File: config.mk
export PLATFORM = sky130hd
export DESIGN_NAME = warp_mem_arbiter
export DESIGN_NICKNAME = d
export VERILOG_FILES = /design/src/rtl/warp_mem_arbiter.sv
export SDC_FILE = /design/constraint.sdc
export NUM_CORES = 1
export LEC_CHECK = 0
export ABC_CLOCK_PERIOD_IN_PS = 11700
export CAP_MARGIN = 0
export CELL_PAD_IN_SITES_DETAIL_PLACEMENT = 1
export CELL_PAD_IN_SITES_GLOBAL_PLACEMENT = 2
export CORE_AREA = 2 2 292 294
export CTS_CLUSTER_DIAMETER = 60
export DETAILED_ROUTE_END_ITERATION = 10
export DIE_AREA = 0 0 294 296
export PLACE_DENSITY = 0.74
export SLEW_MARGIN = 20
export SYNTH_ARGS = -nofsm -noshare
export SYNTH_HDL_FRONTEND = slang
export SYNTH_SLANG_ARGS = --single-unit
File: constraint.sdc
create_clock -name clk -period 11.7 [get_ports clk]
set_input_delay 2.34 -clock clk [delete_from_list [all_inputs] [get_ports clk]]
set_output_delay 2.34 -clock clk [all_outputs]
set_load 0.05 [all_outputs]
File: src/rtl/warp_mem_arbiter.sv
// ---------------------------------------------------------------------------
// warp_mem_arbiter
//
// Shares the warp engine's single memory port between the instruction-fetch
// unit (requester 0) and the per-lane load/store units (requesters
// 1..NUM_LANES).
//
// Each cycle at most one requester is granted, and its request goes straight
// to memory. Every accepted read pushes its requester index into an in-order
// tag FIFO. Returning read data is steered to the requester named by the FIFO
// head.
//
// Build option:
//   WARP_MEM_ARB_FETCH_PRIO_EN
//     When defined, fetch has fixed top priority and does not move the
//     round-robin pointer. The lanes round-robin among themselves.
//     When undefined, all requesters share a single round-robin.
//
// Ports:
//   clk, rst              clock, synchronous active-high reset
//   req_valid/ready       per-requester request handshake
//   req_addr/write/wdata  flattened per-requester request payload
//   resp_valid/ready      per-requester read-response handshake (valid is one-hot)
//   resp_data             shared read data
//   mem_req_*             request channel to memory
//   mem_resp_*            read-response channel from memory
//   outstanding           number of reads in flight
//   stray_resp_err        sticky flag: a response arrived with nothing outstanding
// ---------------------------------------------------------------------------
module warp_mem_arbiter #(
  parameter  int NUM_LANES       = 8,
  parameter  int DATA_WIDTH      = 32,
  parameter  int ADDR_WIDTH      = 32,
  parameter  int MAX_OUTSTANDING = 4,
  localparam int N_REQ           = NUM_LANES + 1,
  localparam int CNT_W           = $clog2(MAX_OUTSTANDING) + 1
) (
  input  logic                        clk,
  input  logic                        rst,
  input  logic [N_REQ-1:0]            req_valid,
  output logic [N_REQ-1:0]            req_ready,
  input  logic [N_REQ*ADDR_WIDTH-1:0] req_addr,
  input  logic [N_REQ-1:0]            req_write,
  input  logic [N_REQ*DATA_WIDTH-1:0] req_wdata,
  output logic [N_REQ-1:0]            resp_valid,
  input  logic [N_REQ-1:0]            resp_ready,
  output logic [DATA_WIDTH-1:0]       resp_data,
  output logic                        mem_req_valid,
  input  logic                        mem_req_ready,
  output logic [ADDR_WIDTH-1:0]       mem_req_addr,
  output logic                        mem_req_write,
  output logic [DATA_WIDTH-1:0]       mem_req_data,
  input  logic                        mem_resp_valid,
  output logic                        mem_resp_ready,
  input  logic [DATA_WIDTH-1:0]       mem_resp_data,
  output logic [CNT_W-1:0]            outstanding,
  output logic                        stray_resp_err
);

  localparam int PTR_W = $clog2(MAX_OUTSTANDING);
  localparam int TAG_W = $clog2(N_REQ);

  // Round-robin pointer: index where the search for a winner starts.
  logic [TAG_W-1:0] rr_ptr_q, rr_ptr_d;

  // Tag FIFO holding the requester index of each read in flight, in issue order.
  logic [TAG_W-1:0] tag_mem_q [MAX_OUTSTANDING];
  logic [TAG_W-1:0] tag_mem_d [MAX_OUTSTANDING];
  logic [PTR_W-1:0] wr_ptr_q, wr_ptr_d;
  logic [PTR_W-1:0] rd_ptr_q, rd_ptr_d;
  logic [CNT_W-1:0] count_q, count_d;
  logic             stray_q, stray_d;

  logic [N_REQ-1:0] eligible;
  logic             grant_found;
  logic [TAG_W-1:0] winner;
  logic             accept;
  logic             push;
  logic             pop;
  logic             fifo_empty;
  logic             fifo_full;
  logic [TAG_W-1:0] head_tag;

  assign fifo_empty = (count_q == '0);
  assign fifo_full  = (count_q == CNT_W'(MAX_OUTSTANDING));
  assign head_tag   = tag_mem_q[rd_ptr_q];

  // Reads are held back only by the registered count. A pop in the same
  // cycle does not free a slot early, which keeps the full check off the
  // response path.
  always_comb begin
    for (int i = 0; i < N_REQ; i++) begin
      eligible[i] = req_valid[i] && (req_write[i] || !fifo_full);
    end
  end

  // Winner selection: take the first eligible index at or after rr_ptr,
  // wrapping around.
`ifdef WARP_MEM_ARB_FETCH_PRIO_EN
  // Fetch pre-empts the lanes. The lanes rotate over 1..NUM_LANES only.
  always_comb begin
    int idx;
    idx         = 0;
    grant_found = 1'b0;
    winner      = '0;
    if (eligible[0]) begin
      grant_found = 1'b1;
    end else begin
      for (int k = 0; k < NUM_LANES; k++) begin
        idx = 1 + ((int'(rr_ptr_q) - 1 + k) % NUM_LANES);
        if (!grant_found && eligible[idx]) begin
          grant_found = 1'b1;
          winner      = TAG_W'(idx);
        end
      end
    end
  end
`else
  always_comb begin
    int idx;
    idx         = 0;
    grant_found = 1'b0;
    winner      = '0;
    for (int k = 0; k < N_REQ; k++) begin
      idx = (int'(rr_ptr_q) + k) % N_REQ;
      if (!grant_found && eligible[idx]) begin
        grant_found = 1'b1;
        winner      = TAG_W'(idx);
      end
    end
  end
`endif

  assign accept = grant_found && mem_req_ready;
  assign push   = accept && !req_write[winner];

  // Request channel: the winner's payload is forwarded combinationally.
  // Everything is driven to zero when there is no winner.
  always_comb begin
    req_ready     = '0;
    mem_req_valid = grant_found;
    mem_req_addr  = '0;
    mem_req_write = 1'b0;
    mem_req_data  = '0;
    if (grant_found) begin
      mem_req_addr  = req_addr[int'(winner)*ADDR_WIDTH +: ADDR_WIDTH];
      mem_req_write = req_write[winner];
      mem_req_data  = req_wdata[int'(winner)*DATA_WIDTH +: DATA_WIDTH];
    end
    if (accept) begin
      req_ready[winner] = 1'b1;
    end
  end

  // Response channel: the FIFO head names the requester that owns the data.
  // With nothing outstanding, any response is accepted and dropped so the
  // memory side never stalls.
  always_comb begin
    resp_valid     = '0;
    mem_resp_ready = 1'b1;
    if (!fifo_empty) begin
      resp_valid[head_tag] = mem_resp_valid;
      mem_resp_ready       = resp_ready[head_tag];
    end
  end

  assign pop       = !fifo_empty && mem_resp_valid && resp_ready[head_tag];
  assign resp_data = mem_resp_data;

  // Pointer advance after an accepted grant. In fetch-priority builds, a
  // fetch grant leaves the lane rotation untouched.
  always_comb begin
    rr_ptr_d = rr_ptr_q;
    if (accept) begin
`ifdef WARP_MEM_ARB_FETCH_PRIO_EN
      if (winner != '0) begin
        rr_ptr_d = (int'(winner) == NUM_LANES) ? TAG_W'(1) : winner + 1'b1;
      end
`else
      rr_ptr_d = (int'(winner) == N_REQ - 1) ? '0 : winner + 1'b1;
`endif
    end
  end

  // FIFO bookkeeping. Reads cannot be granted while full and pops need a
  // non-empty FIFO, so the count stays within 0..MAX_OUTSTANDING.
  always_comb begin
    tag_mem_d = tag_mem_q;
    wr_ptr_d  = wr_ptr_q;
    rd_ptr_d  = rd_ptr_q;
    count_d   = count_q;
    if (push) begin
      tag_mem_d[wr_ptr_q] = winner;
      wr_ptr_d            = wr_ptr_q + 1'b1;
    end
    if (pop) begin
      rd_ptr_d = rd_ptr_q + 1'b1;
    end
    case ({push, pop})
      2'b10:   count_d = count_q + 1'b1;
      2'b01:   count_d = count_q - 1'b1;
      default: count_d = count_q;
    endcase
  end

  // The stray flag is sticky until reset.
  always_comb begin
    stray_d = stray_q | (fifo_empty && mem_resp_valid);
  end

  // Reset empties the FIFO, discarding any tags that were in flight.
  always_ff @(posedge clk) begin
    if (rst) begin
      rr_ptr_q <= TAG_W'(1);
      wr_ptr_q <= '0;
      rd_ptr_q <= '0;
      count_q  <= '0;
      stray_q  <= 1'b0;
      for (int i = 0; i < MAX_OUTSTANDING; i++) begin
        tag_mem_q[i] <= '0;
      end
    end else begin
      rr_ptr_q  <= rr_ptr_d;
      wr_ptr_q  <= wr_ptr_d;
      rd_ptr_q  <= rd_ptr_d;
      count_q   <= count_d;
      stray_q   <= stray_d;
      tag_mem_q <= tag_mem_d;
    end
  end

  assign outstanding    = count_q;
  assign stray_resp_err = stray_q;

endmodule
==> metrics.md, run 1 <==
| Metric | Value |
|---|---|
| Final setup margin | `0.815 ns` |
| Status | `finished clean` |
| Post-synthesis sequential area ratio | `approximately 4.5%` |
| DR WL met3 | `10800 um` |
| CTS root buf | `clkbuf_16` |
| Met2 wire length | `between 40000 and 50000 um` |
| Netlist cell types | `107` |
| I/O pin count | `760` |
| Max Fclk | `0.0919 GHz` |
| Endpoints failing hold | `0` |
| WS Path Type | `reg2out` |
| RSZ-0062 raised after global routing | `false` |
| Total GRT Usage | `between 20% and 30%` |
| Layout cells sized above 1 | `7.78%` |
| Initial antenna violation count | `38` |
| Commonest cells post-synth | `nand2_1 (588), nand3_1 (278), a21oi_1 (244)` |
| Core Util, Final | `about a quarter` |
| Top-area cell type share of the netlist area | `approximately 18%` |
| Die Y | `between 200 and 300 um` |
| Count leader, synth | `nand2_1` |
| WL met1 | `45100 um` |
| Min cycle time layout | `10.89 ns` |
| Cells after Synth | `between 2000 and 2500` |
| Main synth FF type | `dfxtp_1` |
| Worst Path Arrival | `8.55 ns` |
| DP Wirelength | `~83000 um` |
| Yosys top cell by area | `nand2_1` |
| Hold_buf cts | `0` |
| Antenna-violating nets left | `0` |
| Worst slew pin tran | `1.16 ns` |
| FFs w/ async S/R, synth | `0%` |
| Gp weighted congestion | `between 0.9 and 1` |
| Worst setup SP type | `flop` |
| Die Span X | `roughly 290 um` |
| Global-route wire length before repair | `between 100000 and 150000 um` |
| Layout area overhead | `68.5%` |
| Hold Crit Class | `reg2reg` |
| Vias per inst | `just under 5` |
| Slew headroom | `21.8%` |
| Resize count post-CTS | `0` |
| Input/output buffers | `695` |
| First DRT Iteration DRCs | `between 1000 and 1500` |
| Worst Skew | `between 0.004 and 0.005 ns` |
| Max-capacitance violation count | `0` |
| Mean area per synthesized cell | `roughly 6 um2` |
| Syn_nets | `between 2000 and 3000` |
| Postcts setup bufs | `0` |
| Nets | `between 3000 and 4000` |
| Area of the die | `87000 um2` |
| Clock buffer count from CTS | `3` |
| Mapped cell area | `12500 um2` |
| Top post-synthesis cells by area | `nand2_1 (18%), nand3_1 (11%), a21oi_1 (9.7%)` |
| CTS tree | `yes` |
| Num rows | `between 100 and 150` |
| Fillers | `about 10000` |
| Warnings from Yosys | `0` |
| Clock Sinks | `28` |
| Yosys reg bits | `28` |
| # DRC | `0` |
| Number of flops mapped to enable cells by yosys | `0` |
| Crit share post-route | `93.0%` |
| Total gr overflow | `0` |
| Setup WS pre-CTS | `between 1 and 1.5 ns` |
| Total Routed Length | `102000 um` |
| Core box area | `about 84000 um2` |
| Req. time, crit path | `about 9.4 ns` |
| Largest net degree at the start of global routing | `between 150 and 200` |
| Crit path max fanout | `64` |
| WL per Instance | `~27 um` |
| Clock Path Buffers | `2` |
| Setup_tns | `0 ns` |
| Via count | `around 19000` |
| Initial DRT Pass Iterations | `5` |
| CTS clk-pin slew, worst paths | `roughly 0.070 ns` |
| Vias in the first global route | `~19000` |
| Max-slew violations | `0` |
| Final setup viols | `0` |
| Critical Path End Type | `output port` |
| Clk_lat worst skew | `between 0.2 and 0.3 ns` |
| Initial Utilization | `around 15%` |
| Htree depth | `1` |
| Top layer in use | `met5` |
-- metrics by stage --
stage	cells	hold slack, ns	instance area (um2)
4_1_cts	3752	0.471	21100
5_1_grt	3758	0.492	21100
3_3_place_gp	3748	0.442	21000
2_1_floorplan	2123	0.432	12500
6_report	3764	0.468	21100
3_5_place_dp	3748	0.461	21000
-- worst paths after layout --
kind / startpoint / to / slack, ns / cells past startpoint
min: tag_mem_q[11] / tag_mem_q[11] / 0.47 / 2
max reg2reg: rr_ptr_q[0] / outstanding[2] / 2.78 / 31
min reg2reg: tag_mem_q[11] / tag_mem_q[11] / 0.47 / 2
max: rr_ptr_q[0] / mem_req_data[4] / 0.81 / 26
-- critical path, stage by stage (launching register included) --
cell       delay (ns)
dfxtp_2          0.53
clkinv_1         0.14
buf_4            0.23
ha_1             0.70
inv_1            0.33
ha_1             0.31
nor3_1           0.37
a21oi_2          0.23
xnor2_1          0.29
inv_1            0.13
ha_1             0.24
nand2b_1         0.17
o2111ai_1        0.12
a21o_1           0.26
a2111oi_0        0.39
o21ai_1          0.23
o22ai_1          0.39
a21oi_1          0.09
mux2_4           0.28
o22ai_2          0.19
and2_4           0.45
inv_6            0.17
nor3_4           0.25
buf_12           0.32
a21oi_1          0.13
nor4_1           0.99
buf_12           0.24
-- registers in the layout (all words and copies together), names as in the netlist --
| signal | count |
|---|---|
| stray_resp_err | 1 |
| rr_ptr_q | 4 |
| wr_ptr_q | 2 |
| tag_mem_q | 16 |
| rd_ptr_q | 2 |
| outstanding | 3 |
-- kinds of logic (layout without fill, tap and decap cells) --
| logic type | Yosys count | count (layout) | share of synthesized area (%) |
|---|---|---|---|
| compound gates | 517 | 517 | 27.5 |
| xor+xnor | 33 | 33 | 2.49 |
| fa+ha+maj | 59 | 59 | 5.95 |
| buf+inv | 248 | 787 | 9.43 |
| flops | 28 | 28 | 4.47 |
| mux | 66 | 66 | 7.08 |
| other cells | 0 | 12 | 0 |
| simple gates | 1172 | 1172 | 43.1 |
-- cell type report --
| class | count | area [um2] | share of cell area, % |
|---|---|---|---|
| diodes | 12 | 30.0 | 0.142 |
| clock buffers | 3 | 75.1 | 0.355 |
| clock inverters | 1 | 30.0 | 0.142 |
| inverters | 48 | 193 | 0.912 |
| multi-input cells | 1847 | 10800 | 51.3 |
| flip-flops and latches | 28 | 562 | 2.66 |
| well taps | 1090 | 1360 | 6.46 |
| repair buffers | 735 | 8040 | 38.0 |
-- placed cells by master (no fill, tap or decap), drive strengths merged, types with 12 or more instances in the layout --
cell type | Yosys | final
nand2b | 23 | 23
o21a | 15 | 15
inv | 46 | 46
a31oi | 13 | 13
and2 | 16 | 16
mux2 | 13 | 13
nand2 | 588 | 588
nor2 | 78 | 78
o21ai | 51 | 51
nor4 | 69 | 69
dfxtp | 28 | 28
a211oi | 14 | 14
mux4 | 15 | 15
a21oi | 247 | 247
o22ai | 13 | 13
a311oi | 12 | 12
and3 | 15 | 15
clkdlybuf4s50 | 0 | 621
ha | 58 | 58
mux2i | 38 | 38
buf | 117 | 114
nand3 | 278 | 278
or2 | 16 | 16
diode | 0 | 12
o211ai | 20 | 20
o221ai | 15 | 15
nor2b | 20 | 20
nor3 | 24 | 24
xnor2 | 26 | 26
-- per-layer routing --
| metal | vias up | global-route usage [%] |
|---|---|---|
| met3 | 76 | 7.31 |
| met2 | 746 | 35.1 |
| met1 | 9031 | 30.4 |
| met5 | - | 1.05 |
| met4 | 26 | 2.38 |
| li1 | 8687 | - |
Power of run 1 is not shown: default switching activity piles up to over one toggle a cycle in this logic, so the estimate is an artifact.
==> run 2, diff against run 1 <==
--- a/config.mk
+++ b/config.mk
@@ -14,6 +14,7 @@
 export DETAILED_ROUTE_END_ITERATION = 10
 export DIE_AREA = 0 0 294 296
 export PLACE_DENSITY = 0.74
+export RECOVER_POWER = 50
 export SLEW_MARGIN = 20
 export SYNTH_ARGS = -nofsm -noshare
 export SYNTH_HDL_FRONTEND = slang
==> run 2 against run 1 <==
Fmax fell by 1.3%; sequential share of layout area hardly changed; final cell count is essentially flat; cell area is 0.33% lower; global-route usage unchanged; flip-flop and latch count did not move; hold slack worse by 0.0023 ns; core utilization decreased by 0.083 points; register-to-register slack worse by 0.60 ns; critical path type unchanged; critical endpoint unchanged.
==> metrics.md, run 2 (synthesis results as in run 1) <==
| Metric | Value |
|---|---|
| Setup_tns | `0 ns (unchanged)` |
| Clk_lat worst skew | `0.26 ns (about the same)` |
| Core box area | `84200 um2 (unchanged)` |
| Initial Utilization | `14.9% (unchanged)` |
| CTS root buf | `clkbuf_16` |
| WS Path Type | `reg2out` |
| Clock buffer count from CTS | `3 (unchanged)` |
| Initial antenna violation count | `38 (unchanged)` |
| First DRT Iteration DRCs | `1249 (-0.72%)` |
| Max Fclk | `0.0907 GHz (-1.3%)` |
| Area of the die | `87000 um2 (unchanged)` |
| Clock Sinks | `28 (unchanged)` |
| Post-layout instance area | `21100 um2 (-0.33%)` |
| Core Util, Final | `25.0% (-0.083 points)` |
| CTS clk-pin slew, worst paths | `0.07 ns (about the same)` |
| Resize count post-CTS | `0 (unchanged)` |
| Max reg flops | `16 (unchanged)` |
| Num rows | `107 (unchanged)` |
| Critical Path End Type | `output port` |
| Max-slew violations | `0 (unchanged)` |
| Status | `finished clean` |
| Placed Area | `21000 um2 (unchanged)` |
| Vias per inst | `4.94 (+0.11%)` |
| Worst slew pin tran | `1.11 ns (-0.0557 ns)` |
| Initial DRT Pass Iterations | `5 (unchanged)` |
| Slew headroom | `26.2% (+4.4 points)` |
| Die Span X | `294 um (unchanged)` |
| Max-capacitance violation count | `0 (unchanged)` |
| Met3 usage | `7.31% (unchanged)` |
| Top delay family on crit path | `simple AND/OR/NAND/NOR gates` |
| Worst Skew | `0.00539 ns (+0.000930 ns)` |
| Met1 Usage GRT | `30.4% (unchanged)` |
| I/O pin count | `760 (unchanged)` |
| Hold_buf cts | `0 (unchanged)` |
| Register area | `562 um2 (unchanged)` |
| Global-route wire length before repair | `141000 um (unchanged)` |
| Input/output buffers | `695 (unchanged)` |
| Largest Register | `tag_mem_q` |
| Req. time, crit path | `9.36 ns (about the same)` |
| Worst path max stage delay | `0.88 ns (-0.11 ns)` |
| Hold Crit Class | `reg2reg` |
| Most common cell after layout, fill and taps aside | `clkdlybuf4s50_1` |
| Antenna-violating nets left | `0 (unchanged)` |
| Worst setup SP type | `flop` |
| Total GRT Usage | `22.3% (unchanged)` |
| Crit path max fanout | `59 (-7.8%)` |
| CP max-delay cell | `nor4_1` |
| Critical path's most frequent cell | `ha_1` |
| Layout cells sized above 1 | `7.44% (-0.34 points)` |
| DP Wirelength | `83300 um (unchanged)` |
| Total Routed Length | `102000 um (about the same)` |
| Multi-input combinational cell area | `10800 um2 (-0.55%)` |
| RSZ-0062 raised after global routing | `false` |
| Layout area overhead | `68.0%` |
| CTS tree | `yes` |
| Fillers | `10400 (+0.097%)` |
| Die Y | `296 um (unchanged)` |
| Total gr overflow | `0 (unchanged)` |
| Min cycle time layout | `11.03 ns (+0.143 ns)` |
| WL per Instance | `27.2 um (about the same)` |
| Most frequent cells in the layout | `clkdlybuf4s50_1 (606), nand2_1 (587), nand3_1 (278), a21oi_1 (244), nor2_1 (78)` |
| Endpoints failing hold | `0 (unchanged)` |
| Most Crowded Layer GR | `met2` |
| Vias in the first global route | `18500 (unchanged)` |
| Final setup viols | `0 (unchanged)` |
| Nets | `3361 (unchanged)` |
| Worst Path Arrival | `8.69 ns (+0.14 ns)` |
| Clock Path Buffers | `2 (unchanged)` |
| Largest net degree at the start of global routing | `163 (unchanged)` |
| Gp weighted congestion | `0.919 (unchanged)` |
| Htree depth | `1 (unchanged)` |
| GR Layer Usage met2 | `35.1% (unchanged)` |
| Via count | `18600 (+0.081%)` |
| Postcts setup bufs | `0 (unchanged)` |
| # DRC | `0 (unchanged)` |
| Crit share post-route | `94.3% (+1.2 points)` |
| CP bufs+invs | `7 (unchanged)` |
-- run 2: layout make-up --
type	count	area share, %
antenna	11	0.131
clock inverter	1	0.143
inverter	48	0.915
clock buffer	3	0.357
tap	1090	6.48
timing repair buffer	735	38.1
multi-input combinational	1847	51.2
sequential	28	2.67
-- run 2: path summary, 6_finish.rpt --
| path | startpoint | endpoint | slack, ns | depth (start not counted) |
|---|---|---|---|---|
| min | tag_mem_q[8] | tag_mem_q[8] | 0.47 | 2 |
| max | rr_ptr_q[0] | mem_req_data[4] | 0.67 | 25 |
| max reg2reg | rr_ptr_q[0] | outstanding[2] | 2.18 | 30 |
| min reg2reg | tag_mem_q[8] | tag_mem_q[8] | 0.47 | 2 |
-- run 2: stage by stage --
| step | setup WS [ns] | hold WS [ns] | instances |
|---|---|---|---|
| 2_1_floorplan | 1.10 | 0.432 | 2123 |
| 5_1_grt | 0.221 | 0.493 | 3758 |
| 3_5_place_dp | 1.30 | 0.461 | 3748 |
| 4_1_cts | 0.962 | 0.471 | 3752 |
| 3_3_place_gp | 1.11 | 0.442 | 3748 |
| 6_report | 0.672 | 0.466 | 3763 |
-- run 2: metal layers --
metal	wire, um	up-vias	part of all wire [%]
met5	287	-	0.28
met3	10500	80	10
li1	-	8682	-
met1	45300	9030	44
met2	45100	763	44
met4	1080	26	1.1
-- run 2: worst min-delay path: cells and delay by family (launching register included) --
kind | cells | cell delay, ns
flops | 1 | 0.31
simple gates | 1 | 0.05
mux | 1 | 0.06
Power of run 2 is left out for the same reason.
